[src/rtl/fpu_arbiter.sv]
// Two-requester round-robin arbiter in front of a single fpu. It latches the winner's
// command, holds the fpu ready/valid handshake, and returns the result with a done pulse.
module fpu_arbiter #(
  parameter int TIMEOUT    = 1024,
  parameter bit FIRST_PRIO = 1'b0
) (
  input  logic        clk,
  input  logic        rst,
  input  logic        r0_req,
  input  logic [5:0]  r0_op,
  input  logic [4:0]  r0_x1,
  input  logic [4:0]  r0_x2,
  input  logic [4:0]  r0_y,
  input  logic [31:0] r0_data,
  output logic        r0_ack,
  output logic        r0_done,
  input  logic        r1_req,
  input  logic [5:0]  r1_op,
  input  logic [4:0]  r1_x1,
  input  logic [4:0]  r1_x2,
  input  logic [4:0]  r1_y,
  input  logic [31:0] r1_data,
  output logic        r1_ack,
  output logic        r1_done,
  output logic [31:0] rsp_data,
  output logic        rsp_cond,
  output logic        rsp_err,
  output logic [5:0]  fpu_operation,
  output logic [4:0]  fpu_x1,
  output logic [4:0]  fpu_x2,
  output logic [4:0]  fpu_y,
  output logic [31:0] fpu_in_data,
  output logic        fpu_ready,
  input  logic        fpu_valid,
  input  logic [31:0] fpu_out_data,
  input  logic        fpu_cond
);

  localparam int TW = $clog2(TIMEOUT + 1);
  localparam logic [TW-1:0] WD_LAST = TW'(TIMEOUT - 1);

  typedef enum logic [1:0] {
    IDLE = 2'd0,
    BUSY = 2'd1,
    RESP = 2'd2
  } state_t;

  state_t        state, state_d;
  logic          owner, owner_d;
  logic          last_grant, last_grant_d;
  logic [TW-1:0] wd, wd_d;

  logic          r0_ack_d, r1_ack_d, r0_done_d, r1_done_d;
  logic [31:0]   rsp_data_d;
  logic          rsp_cond_d, rsp_err_d;
  logic [5:0]    fpu_operation_d;
  logic [4:0]    fpu_x1_d, fpu_x2_d, fpu_y_d;
  logic [31:0]   fpu_in_data_d;
  logic          fpu_ready_d;

  logic          any_req;
  logic          pick;

  // Watchdog never wraps: it parks on its last value even if the state logic lingers.
  function automatic logic [TW-1:0] wd_inc(input logic [TW-1:0] v);
    return (v == WD_LAST) ? v : v + 1'b1;
  endfunction

  // With both requesting, the one not served last time wins; otherwise the sole requester.
  assign any_req = r0_req | r1_req;
  assign pick    = (r0_req & r1_req) ? ~last_grant : r1_req;

  always_comb begin
    state_d         = state;
    owner_d         = owner;
    last_grant_d    = last_grant;
    wd_d            = wd;
    r0_ack_d        = 1'b0;
    r1_ack_d        = 1'b0;
    r0_done_d       = 1'b0;
    r1_done_d       = 1'b0;
    rsp_data_d      = rsp_data;
    rsp_cond_d      = rsp_cond;
    rsp_err_d       = rsp_err;
    fpu_operation_d = fpu_operation;
    fpu_x1_d        = fpu_x1;
    fpu_x2_d        = fpu_x2;
    fpu_y_d         = fpu_y;
    fpu_in_data_d   = fpu_in_data;
    fpu_ready_d     = fpu_ready;

    unique case (state)
      IDLE: begin
        if (any_req) begin
          fpu_operation_d = pick ? r1_op   : r0_op;
          fpu_x1_d        = pick ? r1_x1   : r0_x1;
          fpu_x2_d        = pick ? r1_x2   : r0_x2;
          fpu_y_d         = pick ? r1_y    : r0_y;
          fpu_in_data_d   = pick ? r1_data : r0_data;
          r0_ack_d        = ~pick;
          r1_ack_d        = pick;
          fpu_ready_d     = 1'b1;
          owner_d         = pick;
          last_grant_d    = pick;
          wd_d            = '0;
          state_d         = BUSY;
        end
      end
      BUSY: begin
        wd_d = wd_inc(wd);
        // A result arriving on the watchdog's final cycle still counts as a completion.
        if (fpu_valid) begin
          rsp_data_d  = fpu_out_data;
          rsp_cond_d  = fpu_cond;
          rsp_err_d   = 1'b0;
          r0_done_d   = ~owner;
          r1_done_d   = owner;
          fpu_ready_d = 1'b0;
          state_d     = RESP;
        end else if (wd == WD_LAST) begin
          rsp_data_d  = '0;
          rsp_cond_d  = 1'b0;
          rsp_err_d   = 1'b1;
          r0_done_d   = ~owner;
          r1_done_d   = owner;
          fpu_ready_d = 1'b0;
          state_d     = RESP;
        end
      end
      RESP: begin
        state_d = IDLE;
      end
      default: begin
        fpu_ready_d = 1'b0;
        state_d     = IDLE;
      end
    endcase
  end

  always_ff @(posedge clk or posedge rst) begin
    if (rst) begin
      state         <= IDLE;
      owner         <= 1'b0;
      last_grant    <= ~FIRST_PRIO;
      wd            <= '0;
      r0_ack        <= 1'b0;
      r1_ack        <= 1'b0;
      r0_done       <= 1'b0;
      r1_done       <= 1'b0;
      rsp_data      <= '0;
      rsp_cond      <= 1'b0;
      rsp_err       <= 1'b0;
      fpu_operation <= '0;
      fpu_x1        <= '0;
      fpu_x2        <= '0;
      fpu_y         <= '0;
      fpu_in_data   <= '0;
      fpu_ready     <= 1'b0;
    end else begin
      state         <= state_d;
      owner         <= owner_d;
      last_grant    <= last_grant_d;
      wd            <= wd_d;
      r0_ack        <= r0_ack_d;
      r1_ack        <= r1_ack_d;
      r0_done       <= r0_done_d;
      r1_done       <= r1_done_d;
      rsp_data      <= rsp_data_d;
      rsp_cond      <= rsp_cond_d;
      rsp_err       <= rsp_err_d;
      fpu_operation <= fpu_operation_d;
      fpu_x1        <= fpu_x1_d;
      fpu_x2        <= fpu_x2_d;
      fpu_y         <= fpu_y_d;
      fpu_in_data   <= fpu_in_data_d;
      fpu_ready     <= fpu_ready_d;
    end
  end

endmodule
[config.mk]
export PLATFORM = sky130hd
export DESIGN_NAME = fpu_arbiter
export DESIGN_NICKNAME = d
export VERILOG_FILES = /design/src/rtl/fpu_arbiter.sv
export SDC_FILE = /design/constraint.sdc
export NUM_CORES = 1
export LEC_CHECK = 0
export ABC_CLOCK_PERIOD_IN_PS = 5150
export CAP_MARGIN = 5
export CORE_MARGIN = 2
export CORE_UTILIZATION = 41
export CTS_BUF_LIST = sky130_fd_sc_hd__clkbuf_8
export DETAILED_ROUTE_END_ITERATION = 10
export HOLD_SLACK_MARGIN = 0.15
export PLACE_DENSITY_LB_ADDON = 0.05
export SLEW_MARGIN = 20
export SYNTH_ARGS = -nofsm -noshare
export SYNTH_HDL_FRONTEND = slang
export SYNTH_SLANG_ARGS = --single-unit
[constraint.sdc]
create_clock -name clk -period 5.15 [get_ports clk]
set_clock_uncertainty 0.2 [all_clocks]
set_input_delay 1.03 -clock clk [delete_from_list [all_inputs] [get_ports clk]]
set_output_delay 1.03 -clock clk [all_outputs]
set_load 0.05 [all_outputs]
==> impl_metrics.ini, run 1 <==
[min_path]
hold_class = register to register
worstHoldEndpoint = r0_done
hold_path_depth = 1
min_from = owner

[setup_path]
crit_type = input pin to register
startpoint_type = input pin
rr_worst_depth = 3
timing.critical_path.arrival_ns = 3.23
end_kind = register
critPathTopFamily = simple AND/OR/NAND/NOR gates
crit_chain = clkdlybuf4s50_1 -> nor2_1 -> or3_2 -> buf_4 -> nand2_1 -> nand2_1
rrSetupSlack_ns = 2.60
critPathSlowestCell = or3_2
cp_max_fo = 64
cpMostUsedCell = nand2_1
worstPathRequired_ns = 5.24
r2r_start = state[0]
r2r_end = rsp_data[22]
path_buf_inv = 2
max_stage_delay_ns = 0.83

[grt]
grt_pass1_wl_microns = 19800
overflow = 0
antenna_found_initial = 0
grt_use_total = 0.215
grt_pass1_vias = 4066
grt_max_degree = 83

[cells_and_area]
drive_gt1_frac = 0.0559
syn2layout_area_growth_pct = 60.1
final_cell_area_sq_mm = 0.00714
nets = 767
diodes = 0

[routing]
ant_nets = 0
avgViaCountPerCell = 5.11
drcViolationCount = 0
vias = 3912
drtIter0Drc = 206
avgRoutedWirePerCell_microns = 16.4
wirelength_microns = 12500
firstDrtPassIters = 4

[yosys]
yosys.area.top_type = dfrtp_1
ys_top_cells_by_count = dfrtp_1 (106), nand2_1 (88), a22o_1 (33)
syn_nets = 543
syn_area_sq_mm = 0.00446
synthTopCellsByArea = dfrtp_1 (60%), nand2_1 (7.4%), a22o_1 (6.5%)
synth_area_per_cell_sq_um = 11.2
synth_edf_count = 0
synth_top_area_frac = 0.595
synthArstFlopShare = 1.00
ys_seq_area_frac = 0.601
synth_cell_type_count = 45
ys_ff_latch = 107
syn-instance-count = 398
yosysMostFrequentCell = dfrtp_1
ys.flop_type = dfrtp_1
synth-warning-count = 0

[timing]
period_share = 0.610
maxSlewHeadroom = 0.365
worst_slack_ns = 2.01
fmax_mhz = 318
period_minus_slack_ns = 3.14
grt_setup_unrepaired = no
worst_slew_pin_slew_ns = 0.952
hold_violations = 0
maxSlewViolCount = 0
hold_ws_ns = 0.270
setup_viol = 0
final.setup.tns_ns = 0

[clocking]
clk_root_buffer_cell = clkbuf_8
cts_inserted_buffers = 9
clkTransAtPathRegs_ns = 0.10
cts_tree = yes
cts-resized-gates = 0
clock_latency_ns = 0.36
ctsHtreeMaxLevel = 3
postCtsSetupBuffers = 0
clock_path_buffers = 2
cts_sinks = 107
postCtsHoldBufs = 0

[floorplan]
die_h_microns = 108
io_pins = 236
chipWidth_microns = 108
coreArea_sq_mm = 0.0107
std_cell_rows = 38
start_util = 0.415
die_area_sq_mm = 0.0117

[placement]
hpwl_microns = 9280
preCtsSetupSlack_ns = 1.62
place_congestion = 0.818
port_buffers = 235
placed_area_sq_mm = 0.00694

[run]
maxCapViolCount = 0

[pwr]
power.leakage_uw = 0.00316
power.density_mw_per_mm2 = 667
ir_worst_vdd_v = 0.000355
power.total_uw = 4760

[run_status]
outcome = complete, no violations
sequential cells by signal, summed over array words and instances (netlist names):
name / count
fpu_in_data: 32
rsp_data: 32
wd: 11
fpu_operation: 6
fpu_x1: 5
fpu_x2: 5
fpu_y: 5
state: 2
fpu_ready: 1
last_grant: 1
owner: 1
r0_ack: 1
r0_done: 1
r1_ack: 1
r1_done: 1
rsp_cond: 1
rsp_err: 1
layer usage:
layer  vias to the layer above  GRT usage  part of all wire
met5                         -          0                 0
met4                         0     0.0760             0.025
met3                        25     0.0615             0.082
met2                       153      0.371              0.49
met1                      1871      0.257              0.41
li1                       1863          -                 -
worst reg2reg max path, delay by kind of cell, from the launching register on:
family	cells	cell delay, ns
AND/OR/NAND/NOR	2	1.48
AO/OA/AOI/OAI	1	0.27
flip-flops	1	0.52
cells in the final DEF, fill, tap and decap left out, drive strengths merged, types with 3 or more instances in the layout:
cell type      instances
nor4                   4
a22oi                 27
o211ai                 3
nand3                  5
a21oi                  7
nand2                 88
buf                    6
clkbuf                 9
o21ai                 31
a22o                  33
nor3                   3
inv                    6
dfrtp                106
clkdlybuf4s50        235
nor2                   4
mux2i                 28
logic make-up after synthesis:
family | synth area share
simple gates | 0.123
fa+ha+maj | 0.00281
buf+inv | 0.0289
compound gates | 0.179
flops | 0.601
xor+xnor | 0.00196
mux | 0.0629
worst max path at each step:
stage / from / end / slack (ns) / cells past startpoint
detailed placement: r0_req / fpu_y[2] / 1.62 / 6
global route: r0_req / wd[8] / 1.84 / 5
global placement: r0_req / last_grant / 1.72 / 5
floorplan: rst / fpu_in_data[0] / 1.10 / 1
finish: r0_req / fpu_operation[0] / 2.01 / 6
CTS: r0_req / fpu_operation[0] / 2.00 / 6
where the power goes:
part           switching [uW]  internal [uW]
combinational            1850            952
sequential                234           1220
clock                     281            224
cell type report:
type,count,area [sq um]
Clock buffer,9,124
Clock inverter,6,66.3
Fill cell,909,3610
Inverter,3,16.3
Multi-Input combinational cell,260,1680
Sequential cell,107,2680
Tap cell,140,175
Timing Repair Buffer,241,2400
per-stage QoR:
| stage | std cells | utilization |
|---|---|---|
| finish | 766 | 0.664 |
| detailed placement | 751 | 0.646 |
| CTS | 766 | 0.664 |
| global route | 766 | 0.664 |
| floorplan | 398 | - |
| global placement | 751 | 0.646 |
No activity file was read; power rests on OpenSTA's default activity.
==> inputs of run 2 (changes only) <==
Settings changed: ABC_CLOCK_PERIOD_IN_PS 5150 to 3100.
Clock period 5.15 ns to 3.1 ns, I/O delays scaled along.
==> run 2 against run 1 <==
Net effect:
- die area stayed put
- count of clock-buffer cells in the layout is 2 higher
- cell count up 0.52%
- critical path depth is 5 lower
- critical endpoint is now rsp_data[17]
- via count decreased by 0.82%
- first-iteration DRC count shrank 16%
- clock power grew 60%
- sequential share of layout area down 0.16 points
- hold slack worse by 0.0082 ns
==> impl_metrics.ini, run 2 (synthesis results as in run 1) <==
[clocking]
postCtsSetupBuffers = 0
cts_tree = yes
cts_sinks = 107
clk_root_buffer_cell = clkbuf_8
clock_path_buffers = 2
ctsHtreeMaxLevel = 3
clkTransAtPathRegs_ns = 0.10
cts_inserted_buffers = 9
cts-resized-gates = 0
postCtsHoldBufs = 0
clock_latency_ns = 0.36

[setup_path]
critPathSlowestCell = clkdlybuf4s50_1
crit_type = register to primary output
worstPathRequired_ns = 2.28
r2r_start = wd[0]
r2r_end = rsp_data[0]
critPathTopFamily = buffers and inverters
timing.critical_path.arrival_ns = 1.56
startpoint_type = register
rr_worst_depth = 6
end_kind = primary output
cp_max_fo = 2
crit_chain = clkdlybuf4s50_1
path_buf_inv = 1
rrSetupSlack_ns = 0.80
max_stage_delay_ns = 0.83

[min_path]
worstHoldEndpoint = r0_done
hold_class = register to register
hold_path_depth = 1
min_from = owner

[floorplan]
coreArea_sq_mm = 0.0107
io_pins = 236
die_h_microns = 108
chipWidth_microns = 108
start_util = 0.415
std_cell_rows = 38
die_area_sq_mm = 0.0117

[timing]
final.setup.tns_ns = 0
hold_ws_ns = 0.262
period_minus_slack_ns = 2.38
maxSlewHeadroom = 0.617
period_share = 0.769
fmax_mhz = 420
setup_viol = 0
worst_slew_pin_slew_ns = 0.575
hold_violations = 0
maxSlewViolCount = 0
grt_setup_unrepaired = no

[grt]
overflow = 0
antenna_found_initial = 0
grt_pass1_vias = 3825
grt_use_total = 0.199
grt_max_degree = 108
grt_pass1_wl_microns = 18500

[cells_and_area]
diodes = 0
final_common_cell = clkdlybuf4s50_1
top_regs = fpu_in_data x32, rsp_data x32, wd x11
nets = 770
drive_gt1_frac = 0.0603
syn2layout_area_growth_pct = 60.8
layout_common_cells = clkdlybuf4s50_1 (235), dfrtp_1 (106), nand2_1 (88)

[pwr]
power.leakage_uw = 0.00318
ir_worst_vdd_v = 0.000764
power.density_mw_per_mm2 = 1100

[routing]
avgViaCountPerCell = 5.04
wirelength_microns = 11800
drtIter0Drc = 174
ant_nets = 0
avgRoutedWirePerCell_microns = 15.3
drcViolationCount = 0
vias = 3880
firstDrtPassIters = 4

[placement]
hpwl_microns = 8620
port_buffers = 235
place_congestion = 0.811

[run_status]
outcome = complete, no violations

[run]
maxCapViolCount = 0
run 2: cell count changes in the layout (fill, tap and decap cells not counted):
| cell | previous run | this run |
|---|---|---|
| buf_4 | 6 | 8 |
| and2_2 | 1 | 0 |
| inv_6 | 3 | 1 |
| buf_12 | 0 | 1 |
| clkbuf_8 | 9 | 11 |
| clkinv_4 | 0 | 2 |
| and2_1 | 0 | 1 |
| bufinv_16 | 1 | 0 |
run 2: layer usage:
| layer | up-vias | track usage | part of all wire |
|---|---|---|---|
| met5 | - | 0 | 0 |
| met4 | 0 | 0.0595 | 0.012 |
| met3 | 10 | 0.0591 | 0.084 |
| met2 | 134 | 0.344 | 0.50 |
| met1 | 1864 | 0.242 | 0.40 |
| li1 | 1872 | - | - |
run 2: cell type report:
cell class | count | area (sq um)
Multi-Input combinational cell | 260 | 1680
Tap cell | 140 | 175
Fill cell | 887 | 3580
Timing Repair Buffer | 244 | 2430
Inverter | 3 | 15.0
Clock inverter | 5 | 37.5
Sequential cell | 107 | 2680
Clock buffer | 11 | 151
run 2: stage by stage:
stage                     std cells  power [uW]  instance area (sq um)  utilization  setup slack, ns
final                           770        7870                   7170        0.667            0.718
after global routing            770        8290                   7170        0.667            0.613
after CTS                       770        7950                   7170        0.667            0.697
after detailed placement        754        7120                   6980        0.649            0.380
after global placement          754        7050                   6980        0.649            0.454
after floorplan                 398        5430                   4460            -            0.993
run 2: worst max-delay path by stage:
| stage | cells after the start | slack (ns) | endpoint | start |
|---|---|---|---|---|
| final | 1 | 0.72 | rsp_data[17] | rsp_data[17] |
| after global routing | 6 | 0.61 | fpu_in_data[0] | r0_req |
| after CTS | 1 | 0.70 | fpu_operation[2] | fpu_operation[2] |
| after detailed placement | 6 | 0.38 | fpu_in_data[4] | r0_req |
| after global placement | 6 | 0.45 | fpu_in_data[5] | r0_req |
| after floorplan | 1 | 0.99 | fpu_in_data[0] | rst |
run 2: power by group:
| group | switching [uW] | total [uW] | internal [uW] | leakage, uW |
|---|---|---|---|---|
| registers | 377 | 2400 | 2020 | 0.00133 |
| logic | 3060 | 4660 | 1600 | 0.00174 |
| clock network | 468 | 808 | 340 | 0.0000973 |
| total | 3900 | 7870 | 3960 | 0.00318 |
